<file path="src/rtl/seven_seg_reader.sv">
`timescale 1ns/1ps
`default_nettype none
// ============================================================================
// Module   : seven_seg_reader
// Purpose  : Monitors the two active-low 7-segment digit buses driving the
//            board display and recovers the value 0-15 they show. Both buses
//            are synchronized, must hold steady for STABLE_CYCLES samples,
//            and are then checked against the legal display codes.
// Ports    : clk        - clock, all state on rising edge
//            reset_n    - asynchronous active-low reset
//            d0, d1     - ones / tens digit segments (bit6 = g .. bit0 = a)
//            number     - last successfully decoded value
//            valid      - one-cycle strobe, number updated on this edge
//            err        - one-cycle strobe, stable pattern is illegal
//            blank      - last stable pattern had both digits dark
//            locked     - inputs stable and evaluated
//            err_count  - saturating count of err strobes
// Config   : SEVEN_SEG_READER_ERRCNT_EN - when defined, err_count is a real
//            saturating counter; otherwise it is tied to zero.
// Revision : 1.0 - initial release
// ============================================================================
module seven_seg_reader #(
    parameter int STABLE_CYCLES = 4
) (
    input  logic       clk,
    input  logic       reset_n,
    input  logic [6:0] d0,
    input  logic [6:0] d1,
    output logic [3:0] number,
    output logic       valid,
    output logic       err,
    output logic       blank,
    output logic       locked,
    output logic [7:0] err_count
);

    localparam int CNT_W = $clog2(STABLE_CYCLES) + 1;
    localparam logic [CNT_W-1:0] c_cnt_max = CNT_W'(STABLE_CYCLES - 1);
    // Count value (after this edge) at which the FSM moves into EVAL. With
    // the synchronizer and prev stages this places the strobe STABLE_CYCLES+2
    // edges after the first sampling edge. At least one matching compare is
    // always required, which matters only for STABLE_CYCLES == 2.
    localparam logic [CNT_W-1:0] c_eval_at =
        (STABLE_CYCLES > 2) ? CNT_W'(STABLE_CYCLES - 2) : CNT_W'(1);
    localparam logic [6:0] c_dark = 7'b1111111;
    localparam logic [6:0] c_one  = 7'b1111001;

    typedef enum logic [1:0] {
        ST_UNSTABLE = 2'd0,
        ST_EVAL     = 2'd1,
        ST_LOCKED   = 2'd2
    } state_t;

    logic [13:0]      r_sync1;
    logic [13:0]      r_sync2;   // synchronized word {d1,d0}
    logic [13:0]      r_prev;
    logic [CNT_W-1:0] r_cnt;
    logic [CNT_W-1:0] w_cnt_next;
    logic             w_same;
    state_t           r_state;
    state_t           w_state_next;

    logic             w_ones_ok;
    logic [3:0]       w_ones_val;
    logic             w_tens_dark;
    logic             w_tens_one;
    logic             w_all_dark;
    logic             w_legal;
    logic [3:0]       w_value;
    logic             w_fire;
    logic             w_err_hit;

    // ---------------- synchronizer, history and stability counter -----------
    always_ff @(posedge clk or negedge reset_n) begin
        if (!reset_n) begin
            r_sync1 <= '1;
            r_sync2 <= '1;
            r_prev  <= '1;
            r_cnt   <= '0;
        end else begin
            r_sync1 <= {d1, d0};
            r_sync2 <= r_sync1;
            r_prev  <= r_sync2;
            r_cnt   <= w_cnt_next;
        end
    end

    assign w_same = (r_sync2 == r_prev);

    always_comb begin
        w_cnt_next = '0;
        if (w_same) begin
            w_cnt_next = (r_cnt == c_cnt_max) ? r_cnt : r_cnt + 1'b1;
        end
    end

    // ---------------- FSM ----------------------------------------------------
    always_ff @(posedge clk or negedge reset_n) begin
        if (!reset_n) begin
            r_state <= ST_UNSTABLE;
        end else begin
            r_state <= w_state_next;
        end
    end

    always_comb begin
        w_state_next = r_state;
        if (!w_same) begin
            w_state_next = ST_UNSTABLE;
        end else begin
            case (r_state)
                ST_UNSTABLE: if (w_cnt_next == c_eval_at) w_state_next = ST_EVAL;
                ST_EVAL:     w_state_next = ST_LOCKED;
                ST_LOCKED:   w_state_next = ST_LOCKED;
                default:     w_state_next = ST_UNSTABLE;
            endcase
        end
    end

    assign locked = (r_state == ST_LOCKED);

    // ---------------- pattern decode ----------------------------------------
    always_comb begin
        w_ones_ok  = 1'b1;
        w_ones_val = 4'd0;
        case (r_sync2[6:0])
            7'b1000000: w_ones_val = 4'd0;
            7'b1111001: w_ones_val = 4'd1;
            7'b0100100: w_ones_val = 4'd2;
            7'b0110000: w_ones_val = 4'd3;
            7'b0011001: w_ones_val = 4'd4;
            7'b0010010: w_ones_val = 4'd5;
            7'b0000010: w_ones_val = 4'd6;
            7'b1111000: w_ones_val = 4'd7;
            7'b0000000: w_ones_val = 4'd8;
            7'b0011000: w_ones_val = 4'd9;
            default:    w_ones_ok  = 1'b0;
        endcase
    end

    assign w_tens_dark = (r_sync2[13:7] == c_dark);
    assign w_tens_one  = (r_sync2[13:7] == c_one);
    assign w_all_dark  = w_tens_dark && (r_sync2[6:0] == c_dark);
    assign w_legal     = w_ones_ok && (w_tens_dark || (w_tens_one && (w_ones_val <= 4'd5)));
    assign w_value     = w_tens_one ? (w_ones_val + 4'd10) : w_ones_val;

    // Evaluation happens on the edge leaving EVAL; a change seen in that
    // cycle sends the FSM back to UNSTABLE and suppresses the result.
    assign w_fire    = (r_state == ST_EVAL) && w_same;
    assign w_err_hit = w_fire && !w_legal && !w_all_dark;

    always_ff @(posedge clk or negedge reset_n) begin
        if (!reset_n) begin
            number <= 4'd0;
            valid  <= 1'b0;
            err    <= 1'b0;
            blank  <= 1'b1;
        end else begin
            valid <= w_fire && w_legal;
            err   <= w_err_hit;
            if (w_fire && w_legal) begin
                number <= w_value;
                blank  <= 1'b0;
            end else if (w_fire && w_all_dark) begin
                blank  <= 1'b1;
            end
        end
    end

    // ---------------- optional error counter --------------------------------
`ifdef SEVEN_SEG_READER_ERRCNT_EN
    logic [7:0] r_err_count;

    always_ff @(posedge clk or negedge reset_n) begin
        if (!reset_n) begin
            r_err_count <= 8'd0;
        end else if (w_err_hit && (r_err_count != 8'hFF)) begin
            r_err_count <= r_err_count + 8'd1;
        end
    end

    assign err_count = r_err_count;
`else
    assign err_count = 8'd0;
`endif

endmodule
`default_nettype wire
</file>
<file path="config.mk">
export PLATFORM = sky130hd
export DESIGN_NAME = seven_seg_reader
export DESIGN_NICKNAME = d
export VERILOG_FILES = /design/src/rtl/seven_seg_reader.sv
export SDC_FILE = /design/constraint.sdc
export NUM_CORES = 1
export LEC_CHECK = 0
export CAP_MARGIN = 20
export CORE_MARGIN = 10
export CORE_UTILIZATION = 40
export CTS_CLUSTER_SIZE = 40
export DETAILED_ROUTE_END_ITERATION = 12
export GPL_TIMING_DRIVEN = 0
export REMOVE_ABC_BUFFERS = 1
export SYNTH_ARGS = -nofsm -noshare
export SYNTH_HDL_FRONTEND = slang
export SYNTH_SLANG_ARGS = --single-unit
</file>
<file path="constraint.sdc">
create_clock -name clk -period 2 [get_ports clk]
set_input_delay 0.4 -clock clk [delete_from_list [all_inputs] [get_ports clk]]
set_output_delay 0.4 -clock clk [all_outputs]
set_load 0.02 [all_outputs]
</file>
==> reports/qor.csv, run 1 <==
metric;value;unit
outcome;complete, but fails checks;
failing checks;setup timing;
Logic pwr share;8.8;%
top cell type's share of synthesized area;48.8;%
Die ar.;9240;µm²
largest net degree at the start of global routing;32;
register area;1410;µm²
die height;96.1;µm
peak supply drop;0.473;mV
Worst R2R Setup Slack;-220;ps
Area Growth Syn to Fin;27.2;%
critical path required time;2200;ps
Routed WL per cell;14.2;µm
Slew Limit Fails;0;
Worst Path Max Fanout;4;
via count;1393;
switching part of the total;21.9;%
Util after Layout;52.9;%
met1 wire length;1.66;mm
DRC Markers;0;
Ys Warns;0;
Mean Syn Cell Area;13.7;µm²
1st-pass router iterations;4;
cell count after placement;257;
CP arrival;2410;ps
I/O Buffers;23;
Tot Pwr;2100;µW
fin crit share;111;%
Reg2Reg Depth;8;
Starting Density;41.6;%
Final Routed Wirelength;4.20;mm
final net count;243;
worst slew pin tran;536;ps
Critical R2R Launch;r_sync2[6];
WS Path Type;reg2reg;
ANT nets after route;0;
DR vias/cell;4.72;
hold_buf cts;0;
Worst R2R End;number[2];
Worst Skew;6.91;ps
internal power contribution;1640;µW
# IOs;32;
Layout Cells excl Fill;295;
RSZ-0062 raised after global routing;true;
filler cell count;468;
pre-CTS setup slack;-362;ps
Final Cell Area;2950;µm²
FP Rows;27;
Final Critical Period;2220;ps
post-synthesis cell type count;46;
total CTS buffers;5;
Core ar.;5570;µm²
#FFs+latches synth;54;
Setup crit end kind;register;
type of the worst min-delay path;in2async;
DP Wirelength;2.59;mm
Worst-Skew Late Latency;300;ps
Total GRT Usage;9.13;%
Clock Sinks;54;
Clock transition at path regs;90;ps
initial antenna violation count;0;
worst-case clock buffer depth;2;
register area share after synthesis;60.6;%
PwrDens;711;nW/µm²
Placed Area;2570;µm²
P_sw;459;µW
CTS Root Cell;clkbuf_8;
endpoints failing hold;0;
grt total ovfl;0;
vias in the first global route;1464;
drt initial violations;71;
Fmax;451;MHz
CTS tree;done;
Mapped Cells;169;
Synth area leaders;dfstp_2 49%, dfrtp_1 12%, xor2_1 6.4%, buf_4 3.2%, ha_1 2.7%;
Worst slew margin;64.2;%
PnR worst setup slack;-219;ps
DR WL met2;2.25;mm
area taken by multi-input logic gates;851;µm²
first-pass GRT wire length;6.62;mm
highest routed metal layer;met4;
Mapped Area;2320;µm²
H-tree levels;2;
Flop pwr share;57.3;%
Synth area leader;dfstp_2;
GP Congestion;0.745;
max-cap violation count;0;
met3 WL;208;µm
Clock power frac;33.8;%
layout cell share with drive strength beyond 1;47.1;%
chip width;96.1;µm
CP Launch Type;register;
Static Leak;0.00127;µW
Final setup viols;4;
n_diodes;0;
power groups by stage:
stage	clock [µW]	combinational, µW	sequential, µW
global placement	0	120	1230
global route	790	202	1210
finish	709	185	1200
floorplan	0	67.1	1220
detailed placement	0	127	1230
CTS	737	156	1210
cell type report:
type	instances	area share (%)
well taps	72	3.06
clock buffers	6	2.46
flip-flops and latches	54	47.7
repair buffers	54	16.3
clock inverters	2	1.23
multi-input cells	104	28.9
inverters	3	0.382
metal layers:
metal	GRT usage (%)	vias up
met1	10.5	692
li1	-	663
met4	3.69	0
met3	3.04	8
met5	0	-
met2	15.3	30
flip-flops by register name, indices dropped and copies added (netlist names):
signal   count
blank        1
err          1
number       4
r_cnt        3
r_prev      14
r_state      2
r_sync1     14
r_sync2     14
valid        1
through the flow:
step,hold WS [ps],setup TNS [ps]
5_1_grt,96.3,-1430
6_report,70.2,-711
3_5_place_dp,347,-1590
3_3_place_gp,345,-24570
2_1_floorplan,104,-607
4_1_cts,80.2,-699
cells in the final DEF (no fill, tap or decap), drive strengths merged, types with 4 or more instances in the layout:
cell type and count:
dfrtp 11, nand3 4, clkbuf 7, nor4 5, a21oi 4, nor2 14
conb 8, nor3 6, buf 31, xor2 18, nor3b 5, dfstp 43
inv 4, mux2 5, ha 5, clkdlybuf4s50 21
repair_timing:
item                                   CTS  global route
buffers inserted                        16            14
pin swaps                                5             6
setup endpoints to repair                6             8
endpoints found under the hold margin    0             0
gates cloned                             0             0
gates resized for setup                  7             8
kinds of logic after synthesis:
kind of cell | synth area share, %
AO/OA/AOI/OAI | 3.94
other | 0.162
buffers and inverters | 5.35
AND/OR/NAND/NOR | 15.4
flip-flops | 60.6
XOR/XNOR | 7.88
multiplexers | 3.94
adder cells (fa/ha/maj) | 2.70
critical path, stage by stage, from the launching register on:
cell and delay [ps]:
dfstp_2 560, buf_4 130, nand3_2 80, nor4_2 290, a31oi_1 90, o21ai_1 170
ha_1 280, mux2_2 260, mux2_4 260
how the worst max path moves through the flow:
stage                      endpoint  cells after the start       start  slack [ps]
after floorplan           number[0]                      6  r_sync2[6]        -150
after global placement        valid                      1     reset_n        -830
after detailed placement  number[2]                      6  r_sync2[0]        -360
after CTS                 number[0]                      7  r_sync2[6]        -180
after global routing      number[2]                      8  r_sync2[5]        -340
final                     number[2]                      8  r_sync2[6]        -220
cell usage after synthesis (all sizes together):
| master | count |
|---|---|
| nand3b | 2 |
| or3b | 1 |
| nor4b | 1 |
| nor4 | 5 |
| nor2b | 1 |
| a21oi | 4 |
| nor3b | 5 |
| dfrtp | 11 |
| and3 | 1 |
| or4 | 1 |
| or4bb | 1 |
| a21boi | 1 |
| mux2i | 2 |
| a21o | 2 |
| buf | 15 |
| a31oi | 1 |
| mux2 | 5 |
| and3b | 1 |
| ha | 5 |
| xnor2 | 2 |
| nor2 | 14 |
| o21ai | 2 |
| nand2 | 2 |
| inv | 3 |
| nor3 | 6 |
| or3 | 2 |
| o311ai | 1 |
| nand4 | 2 |
| a32o | 1 |
| dfstp | 43 |
| nand2b | 1 |
| nand3 | 4 |
| conb | 1 |
| or2 | 1 |
| xor2 | 18 |
| o311a | 1 |
Note: power is estimated with default switching activity, not from simulation.
==> run 2, diff against run 1 <==
Settings changed: SKIP_CTS_REPAIR_TIMING from default to 1.
==> run 2 against run 1 <==
Net effect:
- the flow still finishes with violations (setup timing)
- sequential share of layout area increased by 2.9 points
- routed wire length shrank 11%
- largest cell class unchanged
- count of clock-buffer cells in the layout did not move
- critical endpoint unchanged
- highest routed layer unchanged
- sequential power barely moved
- via count down 4.5%
==> reports/qor.csv, run 2 (same netlist as run 1, synthesis figures left out) <==
metric;value;unit;change
die height;96.1;µm;unchanged
PnR worst setup slack;-252;ps;-32.6 ps
Final Routed Wirelength;3.72;mm;-11%
met2 Track Usage GR;13.3;%;-2.0 points
Worst slew margin;64.2;%;about the same
Setup crit end kind;register;;
CTS tree;done;;
n_diodes;0;;unchanged
Reg2Reg Depth;7;;-1
outcome;complete, but fails checks;;
CP top delay family;flip-flops;;
worst-case clock buffer depth;2;;unchanged
Static Leak;0.00118;µW;-7.8%
FP Rows;27;;unchanged
WS Path Type;reg2reg;;
Starting Density;41.6;%;unchanged
Total GRT Usage;8.00;%;-1.1 points
Worst Skew;5.73;ps;-1.18 ps
initial antenna violation count;0;;unchanged
CP cell instances;buf_4, nor3b_1, a31oi_1, o21ai_1, ha_1, mux2_2, mux2_4;;
Core ar.;5570;µm²;unchanged
vias in the first global route;1318;;-10%
register area;1410;µm²;unchanged
slowest CP cell;dfstp_2;;
Area Growth Syn to Fin;20.0;%;
drt initial violations;45;;-37%
# IOs;32;;unchanged
CP Launch Type;register;;
DRC Markers;0;;unchanged
DP Wirelength;2.59;mm;unchanged
endpoints failing hold;0;;unchanged
critical path required time;2200;ps;about the same
fin crit share;113;%;+1.6 points
Fmax;444;MHz;-1.4%
Clock transition at path regs;90;ps;about the same
Worst R2R End;number[2];;
area taken by multi-input logic gates;827;µm²;-2.8%
CP Buf/Inv Count;1;;unchanged
Top Usage Layer GRT;met2;;
met3 Usage GRT;3.04;%;unchanged
Worst Path Max Fanout;8;;+4
type of the worst min-delay path;in2async;;
CP max stage delay;650;ps;+90 ps
via count;1331;;-4.5%
layout cell share with drive strength beyond 1;40.0;%;-7.1 points
1st-pass router iterations;4;;unchanged
worst slew pin tran;536;ps;-0.0327 ps
ANT nets after route;0;;unchanged
largest net degree at the start of global routing;32;;unchanged
max-cap violation count;0;;unchanged
GR Util met1;9.27;%;-1.2 points
failing checks;setup timing;;
Final setup viols;4;;unchanged
CTS Root Cell;clkbuf_8;;
Die ar.;9240;µm²;unchanged
RSZ-0062 raised after global routing;true;;
final net count;225;;-7.4%
DR vias/cell;4.81;;+1.8%
Worst-Skew Late Latency;300;ps;about the same
Worst R2R Setup Slack;-250;ps;-30 ps
Clock Sinks;54;;unchanged
filler cell count;486;;+3.8%
commonest non-fill, non-tap cell in the layout;dfstp_2;;
CP arrival;2450;ps;+40 ps
setup TNS;-832;ps;-122 ps
chip width;96.1;µm;unchanged
GP Congestion;0.745;;unchanged
I/O Buffers;23;;unchanged
cell count after placement;257;;unchanged
most frequent cells in the layout;43 x dfstp_2, 21 x clkdlybuf4s50_1, 17 x xor2_1;;
Slew Limit Fails;0;;unchanged
first-pass GRT wire length;5.82;mm;-12%
PwrDens;742;nW/µm²;+4.3%
biggest regs;r_prev (14), r_sync1 (14), r_sync2 (14);;
Final Critical Period;2250;ps;+32.6 ps
H-tree levels;2;;unchanged
peak supply drop;0.476;mV;+0.54%
Layout Cells excl Fill;277;;-6.1%
total CTS buffers;5;;unchanged
Final Hold Slack;70.5;ps;+0.244 ps
Critical R2R Launch;r_sync2[1];;
Routed WL per cell;13.4;µm;-5.6%
grt total ovfl;0;;unchanged
## run 2: area by class of cell
class	count	share of cell area (%)
Clock buffer	6	2.61
Clock inverter	2	1.30
Inverter	3	0.405
Multi-Input combinational cell	104	29.7
Sequential cell	54	50.5
Tap cell	72	3.24
Timing Repair Buffer	36	12.2
## run 2: through the flow
stage                     power (µW)  worst slack, ps  utilization (%)  area [µm²]
after floorplan                 1290             -152                -        2230
after CTS                       2080             -382             48.0        2680
after global routing            2170             -345             49.9        2780
final                           2060             -252             49.9        2780
after detailed placement        1360             -362             46.0        2570
after global placement          1350             -826             45.8        2550
## run 2: worst register-to-register path, cell delays in order (launching register included)
cell and delay (ps):
dfstp_2 650, buf_4 170, nor3b_1 230, a31oi_1 150, o21ai_1 170, ha_1 270
mux2_2 260, mux2_4 260
## run 2: how the worst max path moves through the flow
stage,from,endpoint,slack (ps),cells after the start
finish,r_sync2[1],number[2],-250,7
global route,r_sync2[1],number[2],-340,7
CTS,r_sync2[0],number[0],-380,6
detailed placement,r_sync2[0],number[2],-360,6
global placement,reset_n,valid,-830,1
floorplan,r_sync2[6],number[0],-150,6
## run 2: report_power, final
group	switching (µW)	internal (µW)
clock	334	374
combinational	75.5	71.2
sequential	36.9	1170
## run 2: per-layer routing
layer / up-vias / share of wire, %
met4: 0 / 1.2
met3: 5 / 4.9
met2: 22 / 52
met1: 674 / 42
li1: 630 / -
met5: - / 0
==> run 3, diff against run 2 <==
Settings changed: CTS_CLUSTER_DIAMETER from default to 30, CTS_CLUSTER_SIZE 40 to 24, REMOVE_ABC_BUFFERS 1 to default.
==> run 3 against run 2 <==
Net effect:
- the flow still finishes with violations (setup timing)
- sequential cell count unchanged
- register-to-register slack worse by 20 ps
- final cell count increased by 4.3%
- design area grew 4.5%
- non-clock buffer count rose by 12
==> reports/qor.csv, run 3 (same netlist as run 1, synthesis figures left out) <==
metric;value;unit;change
Area Growth Syn to Fin;25.4;%;
Final Cell Area;2910;µm²;+4.5%
vias in the first global route;1277;;-3.1%
Logic pwr share;9.1;%;+2.0 points
commonest non-fill, non-tap cell in the layout;dfstp_2;;
fin crit share;114;%;+1.0 points
Placed Area;2690;µm²;+4.8%
PwrDens;709;nW/µm²;-4.3%
switching part of the total;23.0;%;+1.4 points
largest net degree at the start of global routing;29;;-9.4%
die height;96.1;µm;unchanged
Worst-Skew Late Latency;310;ps;about the same
CTS tree;done;;
final net count;237;;+5.3%
Layout Cells excl Fill;289;;+4.3%
first-pass GRT wire length;6.04;mm;+3.8%
cell count after placement;272;;+5.8%
drt initial violations;62;;+38%
type of the worst min-delay path;in2async;;
initial antenna violation count;0;;unchanged
CP max stage delay;550;ps;-100 ps
grt total ovfl;0;;unchanged
most frequent cells in the layout;43 x dfstp_2, 21 x clkdlybuf4s50_1, 17 x buf_4, 17 x xor2_1, 14 x nor2_1;;
ANT nets after route;0;;unchanged
Worst Setup SP;r_sync2[0];;
pre-CTS setup slack;-379;ps;-16.6 ps
WS Path Type;reg2reg;;
GP Congestion;0.745;;about the same
Fmax;440;MHz;-0.91%
Flop pwr share;57.8;%;-0.7 points
slowest CP cell;dfstp_2;;
DR vias/cell;4.58;;-4.7%
CP Launch Type;register;;
critical path required time;2200;ps;about the same
DRC Markers;0;;unchanged
Critical R2R Launch;r_sync2[0];;
biggest regs;r_prev (14), r_sync1 (14), r_sync2 (14);;
Slew Limit Fails;0;;unchanged
Routed WL per cell;12.8;µm;-5.0%
Die ar.;9240;µm²;unchanged
Worst slew margin;59.7;%;-4.6 points
Worst R2R Setup Slack;-270;ps;-20 ps
layout cell share with drive strength beyond 1;44.2;%;+4.2 points
Worst Skew;8.21;ps;+2.48 ps
P_sw;475;µW;+6.2%
I/O Buffers;23;;unchanged
CTS Root Cell;clkbuf_8;;
internal power contribution;1590;µW;-1.8%
outcome;complete, but fails checks;;
Starting Density;41.6;%;unchanged
Clock Sinks;54;;unchanged
# IOs;32;;unchanged
H-tree levels;2;;unchanged
max-cap violation count;0;;unchanged
Core ar.;5570;µm²;unchanged
Reg2Reg Depth;8;;+1
1st-pass router iterations;2;;-2
Clock transition at path regs;100;ps;about the same
RSZ-0062 raised after global routing;true;;
Setup crit end kind;register;;
PnR worst setup slack;-273;ps;-20.8 ps
Final Routed Wirelength;3.69;mm;-0.91%
DP Wirelength;2.66;mm;+2.6%
endpoints failing hold;0;;unchanged
Clock power frac;33.2;%;-1.2 points
worst slew pin tran;605;ps;+68.6 ps
Final Critical Period;2270;ps;+20.8 ps
Worst R2R End;number[2];;
FP Rows;27;;unchanged
chip width;96.1;µm;unchanged
peak supply drop;0.398;mV;-16%
worst-case clock buffer depth;2;;unchanged
total CTS buffers;5;;unchanged
via count;1324;;-0.53%
failing checks;setup timing;;
CP arrival;2480;ps;+30 ps
n_diodes;0;;unchanged
Total GRT Usage;8.19;%;+0.19 points
Worst Path Max Fanout;5;;-3
CP cell instances;buf_6, and3b_1, a21o_1, a32o_2, nor4_4, nor3_4, buf_12, mux2_4;;
Final setup viols;6;;+2
Static Leak;0.00126;µW;+7.3%
[run 3: changes by cell type in the layout (fill, tap and decap cells not counted), sizes merged]
cell / previous run / this run
clkbuf: 7 / 6
bufinv: 1 / 0
clkinv: 0 / 1
buf: 13 / 26
[run 3: worst max path at each step]
stage	end	depth (start not counted)	slack [ps]
6_report	number[2]	8	-270
3_5_place_dp	number[0]	7	-380
4_1_cts	number[0]	7	-380
5_1_grt	number[3]	8	-360
2_1_floorplan	number[0]	6	-150
3_3_place_gp	r_cnt[1]	1	-870
[run 3: per-stage QoR]
stage | TNS (ps) | total power (µW) | hold slack [ps] | utilization (%)
detailed placement | -1640 | 1380 | 347 | 48.2
finish | -1230 | 2060 | 86.1 | 52.1
global placement | -26450 | 1370 | 345 | 48.0
floorplan | -593 | 1310 | 104 | -
CTS | -1660 | 2070 | 103 | 50.2
global route | -1790 | 2170 | 123 | 52.1
[run 3: critical path, delay by kind of cell (launching register included)]
| family | cells | cell delay (ps) |
|---|---|---|
| AO/OA/AOI/OAI | 2 | 460 |
| buffers and inverters | 2 | 250 |
| flip-flops | 1 | 550 |
| multiplexers | 1 | 290 |
| AND/OR/NAND/NOR | 3 | 630 |
[run 3: power groups by stage]
stage	registers, µW	clock network (µW)	logic [µW]
after floorplan	1210	0	106
after global placement	1210	0	165
after detailed placement	1210	0	173
after CTS	1190	708	174
after global routing	1200	770	205
final	1190	684	187
[run 3: layer usage]
metal / up-vias / track usage (%) / wire length [µm] / share of wire [%]
li1: 649 / - / - / -
met1: 637 / 10.2 / 1570 / 43
met2: 32 / 12.6 / 1770 / 48
met3: 6 / 3.19 / 284 / 7.7
met4: 0 / 3.19 / 61 / 1.7
met5: - / 0 / 0 / 0
[run 3: layout make-up]
class	count	area [µm²]
inverter	3	11.3
timing repair buffer	33	340
clock inverter	2	13.8
fill	474	2670
multi-input combinational	104	827
tap	72	90.1
buffer	15	125
clock buffer	6	93.8
sequential	54	1410
